File: config.mk
export PLATFORM = sky130hd
export DESIGN_NAME = audio_pwm_out
export DESIGN_NICKNAME = d
export VERILOG_FILES = /design/src/rtl/audio_pkg.sv /design/src/rtl/sample_fifo.sv /design/src/rtl/audio_pwm_out.sv
export SDC_FILE = /design/constraint.sdc
export NUM_CORES = 1
export LEC_CHECK = 0
export ABC_AREA = 0
export BUFFER_PORTS_ARGS = -buffer_cell sky130_fd_sc_hd__buf_2
export CAP_MARGIN = 20
export CORE_MARGIN = 2
export CORE_UTILIZATION = 60
export DETAILED_ROUTE_END_ITERATION = 12
export GPL_TIMING_DRIVEN = 0
export PLACE_DENSITY = 0.79
export SETUP_SLACK_MARGIN = 0.5
export SYNTH_ARGS = -nofsm -noshare
export SYNTH_HDL_FRONTEND = slang
export SYNTH_SLANG_ARGS = --single-unit
File: constraint.sdc
create_clock -name clk -period 2.9 [get_ports clk]
set_input_delay 0.435 -clock clk [delete_from_list [all_inputs] [get_ports clk]]
set_output_delay 0.435 -clock clk [all_outputs]
set_load 0.01 [all_outputs]
File: src/rtl/audio_pkg.sv
`default_nettype none
// ============================================================================
// audio_pkg : sample/duty types and conversion shared by the audio receive
//             and playback blocks.          Rev 1.0
// ============================================================================
package audio_pkg;

    localparam int SAMPLE_W = 16;
    localparam int DUTY_W   = 8;

    typedef logic signed [SAMPLE_W-1:0] sample_t;
    typedef logic [DUTY_W-1:0]          duty_t;

    localparam duty_t MIDSCALE = {1'b1, {(DUTY_W-1){1'b0}}};

    // Signed to offset binary by flipping the sign bit, then keep the top bits.
    function automatic duty_t to_duty(input sample_t s);
        logic [SAMPLE_W-1:0] ob;
        ob = {~s[SAMPLE_W-1], s[SAMPLE_W-2:0]};
        return ob[SAMPLE_W-1 -: DUTY_W];
    endfunction

endpackage
`default_nettype wire

File: src/rtl/sample_fifo.sv
`default_nettype none
// ============================================================================
// sample_fifo : synchronous FIFO with push/pop/flush and occupancy count.
//               DEPTH must be a power of two (>= 2).      Rev 1.0
// ============================================================================
module sample_fifo #(
    parameter int WIDTH = 16,
    parameter int DEPTH = 8,
    localparam int AW   = $clog2(DEPTH),
    localparam int LW   = AW + 1
) (
    input  logic             clk,
    input  logic             reset,
    input  logic             flush,
    input  logic             push,
    input  logic             pop,
    input  logic [WIDTH-1:0] din,
    output logic [WIDTH-1:0] dout,
    output logic             full,
    output logic             empty,
    output logic [LW-1:0]    level
);

    logic [WIDTH-1:0] mem [DEPTH];
    logic [AW-1:0]    wr_ptr;
    logic [AW-1:0]    rd_ptr;
    logic [LW-1:0]    count;
    logic             wr_en;
    logic             rd_en;

    assign full  = (count == LW'(DEPTH));
    assign empty = (count == '0);
    assign level = count;
    assign dout  = mem[rd_ptr];

    // A pop in the same cycle frees the slot, so a push into a full FIFO is legal.
    assign wr_en = push && (!full || pop);
    assign rd_en = pop && !empty;

    always_ff @(posedge clk) begin
        if (reset || flush) begin
            wr_ptr <= '0;
            rd_ptr <= '0;
            count  <= '0;
        end else begin
            if (wr_en) wr_ptr <= wr_ptr + AW'(1);
            if (rd_en) rd_ptr <= rd_ptr + AW'(1);
            case ({wr_en, rd_en})
                2'b10:   count <= count + LW'(1);
                2'b01:   count <= count - LW'(1);
                default: count <= count;
            endcase
        end
    end

    always_ff @(posedge clk) begin
        if (wr_en) mem[wr_ptr] <= din;
    end

endmodule
`default_nettype wire

File: src/rtl/audio_pwm_out.sv
`default_nettype none
// ============================================================================
// audio_pwm_out : buffers received samples, drains them at the sample rate and
//                 renders each as a glitch-free PWM duty.       Rev 1.0
// ============================================================================
module audio_pwm_out
    import audio_pkg::*;
#(
    parameter int CLK_HZ     = 25_000_000,
    parameter int SAMPLE_HZ  = 48_000,
    parameter int PWM_BITS   = DUTY_W,
    parameter int FIFO_DEPTH = 8
) (
    input  logic                          clk,
    input  logic                          reset,
    input  logic                          enable,
    input  logic [SAMPLE_W-1:0]           sample_in,
    input  logic                          sample_valid,
    input  logic                          clear_flags,
    output logic                          pwm_out,
    output logic                          sample_tick,
    output logic [$clog2(FIFO_DEPTH):0]   fifo_level,
    output logic                          underrun,
    output logic                          overflow
);

    localparam int SAMPLE_DIV = CLK_HZ / SAMPLE_HZ;
    localparam int TICK_W     = $clog2(SAMPLE_DIV);
    localparam logic [PWM_BITS-1:0] DUTY_MID = {1'b1, {(PWM_BITS-1){1'b0}}};

    logic [TICK_W-1:0]   tick_cnt;
    logic [PWM_BITS-1:0] pwm_cnt;
    logic [PWM_BITS-1:0] next_duty;
    logic [PWM_BITS-1:0] duty_q;
    logic [PWM_BITS-1:0] head_duty;
    logic [SAMPLE_W-1:0] fifo_head;
    logic                fifo_full;
    logic                fifo_empty;
    logic                fifo_push;
    logic                fifo_pop;
    logic                underrun_set;
    logic                overflow_set;
    logic                pwm_q;
    logic                underrun_q;
    logic                overflow_q;

    assign sample_tick  = enable && (tick_cnt == TICK_W'(SAMPLE_DIV - 1));
    assign fifo_pop     = sample_tick && !fifo_empty;
    assign fifo_push    = enable && sample_valid;
    assign underrun_set = sample_tick && fifo_empty;
    assign overflow_set = enable && sample_valid && fifo_full && !fifo_pop;

    sample_fifo #(
        .WIDTH (SAMPLE_W),
        .DEPTH (FIFO_DEPTH)
    ) u_fifo (
        .clk   (clk),
        .reset (reset),
        .flush (!enable),
        .push  (fifo_push),
        .pop   (fifo_pop),
        .din   (sample_in),
        .dout  (fifo_head),
        .full  (fifo_full),
        .empty (fifo_empty),
        .level (fifo_level)
    );

    generate
        if (PWM_BITS == DUTY_W) begin : g_pkg_duty
            assign head_duty = to_duty(sample_t'(fifo_head));
        end else begin : g_generic_duty
            logic [SAMPLE_W-1:0] offset_bin;
            assign offset_bin = {~fifo_head[SAMPLE_W-1], fifo_head[SAMPLE_W-2:0]};
            assign head_duty  = offset_bin[SAMPLE_W-1 -: PWM_BITS];
        end
    endgenerate

    always_ff @(posedge clk) begin
        if (reset || !enable) begin
            tick_cnt <= '0;
        end else if (sample_tick) begin
            tick_cnt <= '0;
        end else begin
            tick_cnt <= tick_cnt + TICK_W'(1);
        end
    end

    // duty_q only changes at the end of a period so no pulse is ever truncated.
    always_ff @(posedge clk) begin
        if (reset || !enable) begin
            pwm_cnt   <= '0;
            duty_q    <= DUTY_MID;
            next_duty <= DUTY_MID;
            pwm_q     <= 1'b0;
        end else begin
            pwm_cnt <= pwm_cnt + PWM_BITS'(1);
            pwm_q   <= (pwm_cnt < duty_q);
            if (pwm_cnt == '1) duty_q <= next_duty;
            if (sample_tick) next_duty <= fifo_pop ? head_duty : DUTY_MID;
        end
    end

    always_ff @(posedge clk) begin
        if (reset) begin
            underrun_q <= 1'b0;
            overflow_q <= 1'b0;
        end else begin
            underrun_q <= underrun_set || (underrun_q && !clear_flags);
            overflow_q <= overflow_set || (overflow_q && !clear_flags);
        end
    end

    assign pwm_out  = pwm_q;
    assign underrun = underrun_q;
    assign overflow = overflow_q;

endmodule
`default_nettype wire

After elaboration in Yosys (flattened, before gate mapping). Memories as Yosys holds them, arrays and structs flattened. A register that Yosys moved wholly into a read port is not among the register bits. Cells that the tools add are included.

Register bits after elaboration: 47. RAM bits: 128. Bits of input ports: 21. Word-level logic and storage cells: 52. Memories: 1.

Add/sub/neg operators: 6. $lt $le $gt $ge: 1. Equal/unequal tests: 5. Multiplexer cells: 6. Bitwise operators: 1. Reduce and logical (&&, ||, !) cells: 22.

Memories: u_fifo.mem (words 8, bits a word 16, read ports 1, clocked after Yosys merged registers in 1, write ports 1, RTL line sample_fifo.sv:24) `logic [WIDTH-1:0] mem [DEPTH];`.

Operators with widths (number): $add A10 B1 Y10 const B (1); $eq A10 B10 Y1 const B (1); $logic_and A1 B1 Y1 (10); $add A8 B1 Y8 const B (1); $eq A8 B8 Y1 const B (1); $lt A8 B8 Y1 (1); $mux W8 (1); $pmux W4 S2 (1); $add A3 B1 Y3 const B (2); $mux W3 (2); $logic_not A1 Y1 (5); $add A4 B1 Y4 const B (1); $eq A4 B4 Y1 const B (1); $logic_not A4 Y1 (1); $logic_or A1 B1 Y1 (4); $sub A4 B1 Y4 const B (1); $eq A2 B1 Y1 const B (1); $eq A2 B2 Y1 const B (1); $mux W1 (2); $reduce_bool A2 Y1 (1); $reduce_or A2 Y1 (1); $not A1 Y1 (1).

Longest topological paths before layout.
Depth after elaboration: 7. Gate-level depth with buffers: 12.

By module. Synthesis repeated with hierarchy kept, for this count alone.

Cell total of the unflattened synthesis: 443. Area total of the unflattened synthesis: 7133.1 µm².

Modules (own cells, without submodules): sample_fifo (instances 1, cells an instance 261, area each 5475.3 µm², seq. area each 4103.9 µm²); audio_pwm_out (instances 1, cells an instance 182, area each 1657.8 µm², seq. area each 740.7 µm²).

Worst setup path after synthesis. OpenSTA, ideal clock, no wires.

Path kind: register to register. From: register tick_cnt[0]. To: register u_fifo.count[2], in the netlist u_fifo.level[2]. Data arrival time: 2.344 ns. Data required time: 2.772 ns. Slack: 0.429 ns. Stages on the path, launching flop included: 13. Clock period less this slack: 2.471 ns. Cells stage by stage: dfxtp_1 > ha_1 > and4bb_4 > and3_4 > buf_6 > o21ai_4 > ha_1 > inv_1 > fa_1 > xor2_1 > nor2_1 > a21oi_1 > nor2_1.

Word-level cells in the longest chain between the ends: 7. Elaborated cells between the ends (all ways): 10. Classes of those cells: eq/ne (3); mux (1); reduce/logical (6).

Ends and longest elaborated chain: start, declared (RTL line audio_pwm_out.sv:31) `logic [TICK_W-1:0] tick_cnt;`; start signal, assigned (RTL line audio_pwm_out.sv:85) `tick_cnt <= tick_cnt + TICK_W'(1);`; $eq A10 B10 Y1 * (RTL line audio_pwm_out.sv:47) `assign sample_tick = enable && (tick_cnt == TICK_W'(SAMPLE_DIV - 1));`; $logic_and A1 B1 Y1 * (RTL line audio_pwm_out.sv:47); net sample_tick (RTL line audio_pwm_out.sv:21) `output logic sample_tick,`; $logic_and A1 B1 Y1 * (RTL line audio_pwm_out.sv:48) `assign fifo_pop = sample_tick && !fifo_empty;`; $logic_or A1 B1 Y1 (RTL line sample_fifo.sv:37) `assign wr_en = push && (!full || pop);`; $logic_and A1 B1 Y1 (RTL line sample_fifo.sv:37); $eq A2 B1 Y1 / $eq A2 B2 Y1 (equally long branches) (RTL line sample_fifo.sv:48) `case ({wr_en, rd_en})`; $pmux W4 S2 / $reduce_bool A2 Y1 (equally long branches); end signal, assigned (RTL line sample_fifo.sv:49) `2'b10: count <= count + LW'(1);`; end signal, assigned (RTL line sample_fifo.sv:50) `2'b01: count <= count - LW'(1);`; end signal, assigned (RTL line sample_fifo.sv:51) `default: count <= count;`; end, declared (RTL line sample_fifo.sv:27) `logic [LW-1:0] count;`.

Mark *: on every way through the listed nets, which the timed path passes. The rest lies on a longest branch. A chain may end at the register's enable or synchronous reset.

Worst setup path after layout.
From: register tick_cnt[0]. To: memory u_fifo.mem[3][15], enable pin.

Word-level cells in the longest chain between the ends: 7.

Ends and longest elaborated chain: $eq A10 B10 Y1 (RTL line audio_pwm_out.sv:47); $logic_and A1 B1 Y1 (RTL line audio_pwm_out.sv:47); $logic_and A1 B1 Y1 (RTL line audio_pwm_out.sv:48); $logic_or A1 B1 Y1 (RTL line sample_fifo.sv:37); $logic_and A1 B1 Y1 (RTL line sample_fifo.sv:37); $mux W1 (RTL line sample_fifo.sv:57) `if (wr_en) mem[wr_ptr] <= din;`; $mux W1 (not written as such) (RTL line sample_fifo.sv:57); end, declared (RTL line sample_fifo.sv:24).

Every way passes these cells.

==> out/results.txt <==
share of the synthesized area in the top cell type = 0.409
later-pin clock latency in the skew report = 520 ps
Sink Count = 114
Post-layout nets = 439
Mapped Area = 0.00470 sq mm
vias in the first global route = 3014
final setup violating endpoints = 0
number of synthesized flops with an enable pin = 64
die width = 92.5 um
synth cell count leaders = edfxtp_1, dfxtp_1, nor2_1, nand2_1, a21oi_1
crit-path max FO = 5
Mapped Avg Cell Area = 13.5 sq um
DR vias/cell = 5.76
H-tree depth = 4
Critical Path End Type = register
max-cap viol count = 0
fmax = 411 MHz
clock root buffer = clkbuf_8
CTS Hold Bufs = 0
maximum vdd drop = 560 uV
Iter 0 DRT Violations = 155
I/O Pins = 29
WL final = 10.1 mm
FP Rows = 32
Pre-antenna DRT Iters = 4
gpl congestion = 0.779
FFs w/ async S/R, synth = 0
Min-Delay Path Class = in2reg
worst hold endpoint = overflow$_SDFF_PP0_
synth top area cells = edfxtp_1, dfxtp_1, mux4_2
post-route minimum period = 2430 ps
Slew HR = 0.528
first-pass GRT wire length = 15.8 mm
Reg2Reg Depth = 9
Clock Path Buffers = 2
Pwr per Cell Area = 671 mW/mm^2
Gate Count Post-Synth = 347
total number of vias = 2984
Yosys cell types = 49
Synth area leader = edfxtp_1
Seq cells post-synth = 114
CTS clock-pin slew for the worst setup and hold paths = 60 ps
TritonCTS Buffers = 17
Routed wire per std cell = 19.6 um
TritonCTS clock tree = yes
Synth-to-Final Area Change = 22.2%
RR Endpoint = u_fifo.mem[3][15]$_DFFE_PP_
pin slew with the least headroom to its limit = 707 ps
Slew Viols, Final = 0
Final Hold Fails = 0
Non-Filler Instances = 518
worst hold path startpoint = reset
pin count of the biggest net entering global routing = 17
sequential-to-total area share from yosys stat = 0.622
# diodes = 0
Die Ht = 92.5 um
status = completed
r2r setup slk = 470 ps
number of port buffers = 20
GRT Total Usage = 0.257
Setup TNS = 0 ps
RSZ-0062 raised after global routing = yes
Synth Warn # = 0
initial antenna violation count = 0
Placed Cells = 473
Top FF cell, synth = edfxtp_1
core area = 0.00765 sq mm
gr ovfl total = 0
Post-Syn Nets = 383
critical path arrival = 2650 ps
layout cell share with drive strength beyond 1 = 0.286
count leader, synth = edfxtp_1
critical register-to-register path startpoint = tick_cnt[0]$_SDFF_PP0_
Tcrit/Tclk final = 0.839
DIE AREA = 0.00856 sq mm
post-DP HPWL = 5.79 mm
Max Clock Skew = 9.66 ps
Critical Path RT = 3120 ps
DRC Markers = 0
hold depth = 2
crit start category = register
post-route ant nets = 0
leakage power = 0.00196 uW
starting utilization of the core area = 0.615
Hold Slack = 123 ps
crit path kind = reg2reg
==> cell families (layout without fill, tap and decap cells) <==
group | Yosys count | in the layout | share of synthesized area
AND/OR/NAND/NOR | 101 | 101 | 0.118
multiplexers | 24 | 24 | 0.0937
flip-flops | 114 | 114 | 0.622
XOR/XNOR | 15 | 15 | 0.0280
adder cells (fa/ha/maj) | 15 | 15 | 0.0415
buffers and inverters | 27 | 96 | 0.0264
AO/OA/AOI/OAI | 51 | 51 | 0.0708
==> per-stage QoR <==
step | util | setup slack, ps | total power (uW) | cell area (sq um)
after floorplan | - | 461 | 1800 | 4700
final | 0.751 | 467 | 3850 | 5740
after CTS | 0.742 | 387 | 3850 | 5680
after global placement | 0.645 | -241 | 1830 | 4930
after global routing | 0.751 | 372 | 3950 | 5740
after detailed placement | 0.649 | 203 | 1830 | 4960
==> timing repair <==
item | in CTS | in global routing
setup endpoints to repair | 53 | 35
resized for setup | 16 | 7
hold endpoints to repair | 0 | 0
setup buffers | 6 | 6
pin swaps | 5 | 5
==> power breakdown <==
part / switching, uW / leakage (uW) / internal, uW / total, uW
Sequential: 6.89 / 0.000984 / 1720 / 1720
Combinational: 55.7 / 0.000693 / 35.9 / 91.6
Clock: 795 / 0.000278 / 1240 / 2040
==> registers in the layout (all words and copies together), names as in the netlist, named ones only <==
| signal | flops |
|---|---|
| duty_q | 8 |
| next_duty | 8 |
| overflow | 1 |
| pwm_cnt | 8 |
| pwm_out | 1 |
| tick_cnt | 10 |
| u_fifo.level | 4 |
| u_fifo.mem | 64 |
| u_fifo.rd_ptr | 3 |
| u_fifo.wr_ptr | 3 |
| underrun | 1 |
==> worst max-delay path, cell delays in order, from the launching register on <==
cell and delay, ps:
dfxtp_4 360, ha_4 130, and4bb_4 280, and3_4 190, buf_6 100, o21ai_4 70, buf_4 150, buf_4 170
nor3_2 400, buf_2 290
==> layout by cell type, fill, tap and decap left out, types with 12 or more instances in the layout <==
master,instances
dfxtp_1,46
nor2_1,28
mux4_2,16
edfxtp_1,64
nand3_1,12
a21oi_1,18
buf_2,24
nand2_1,23
buf_4,16
clkbuf_16,16
==> worst max-delay path by stage <==
stage | endpoint | cells past startpoint | from
after floorplan | u_fifo.level[2]$_SDFFE_PP0P_ | 12 | tick_cnt[0]$_SDFF_PP0_
after global routing | u_fifo.level[2]$_SDFFE_PP0P_ | 13 | tick_cnt[0]$_SDFF_PP0_
final | u_fifo.mem[3][15]$_DFFE_PP_ | 9 | tick_cnt[0]$_SDFF_PP0_
after CTS | u_fifo.mem[6][15]$_DFFE_PP_ | 7 | tick_cnt[1]$_SDFF_PP0_
after detailed placement | u_fifo.mem[4][13]$_DFFE_PP_ | 6 | tick_cnt[0]$_SDFF_PP0_
after global placement | u_fifo.mem[0][13]$_DFFE_PP_ | 6 | tick_cnt[0]$_SDFF_PP0_
==> area by class of cell <==
class	count	area (sq um)
well taps	102	128
multi-input cells	206	1740
plain buffers	16	83.8
clock inverters	15	173
flip-flops and latches	114	2930
fillers	481	1900
inverters	11	41.3
repair buffers	37	229
clock buffers	17	414
==> metal layers <==
metal  vias to the layer above  wire, um  GRT usage
li1                       1408         -          -
met1                      1490      4170      0.312
met2                        66      5350      0.442
met3                        20       408     0.0594
met4                         0       214      0.107
met5                         -         0          0
No activity file was read; power rests on OpenSTA's default activity.
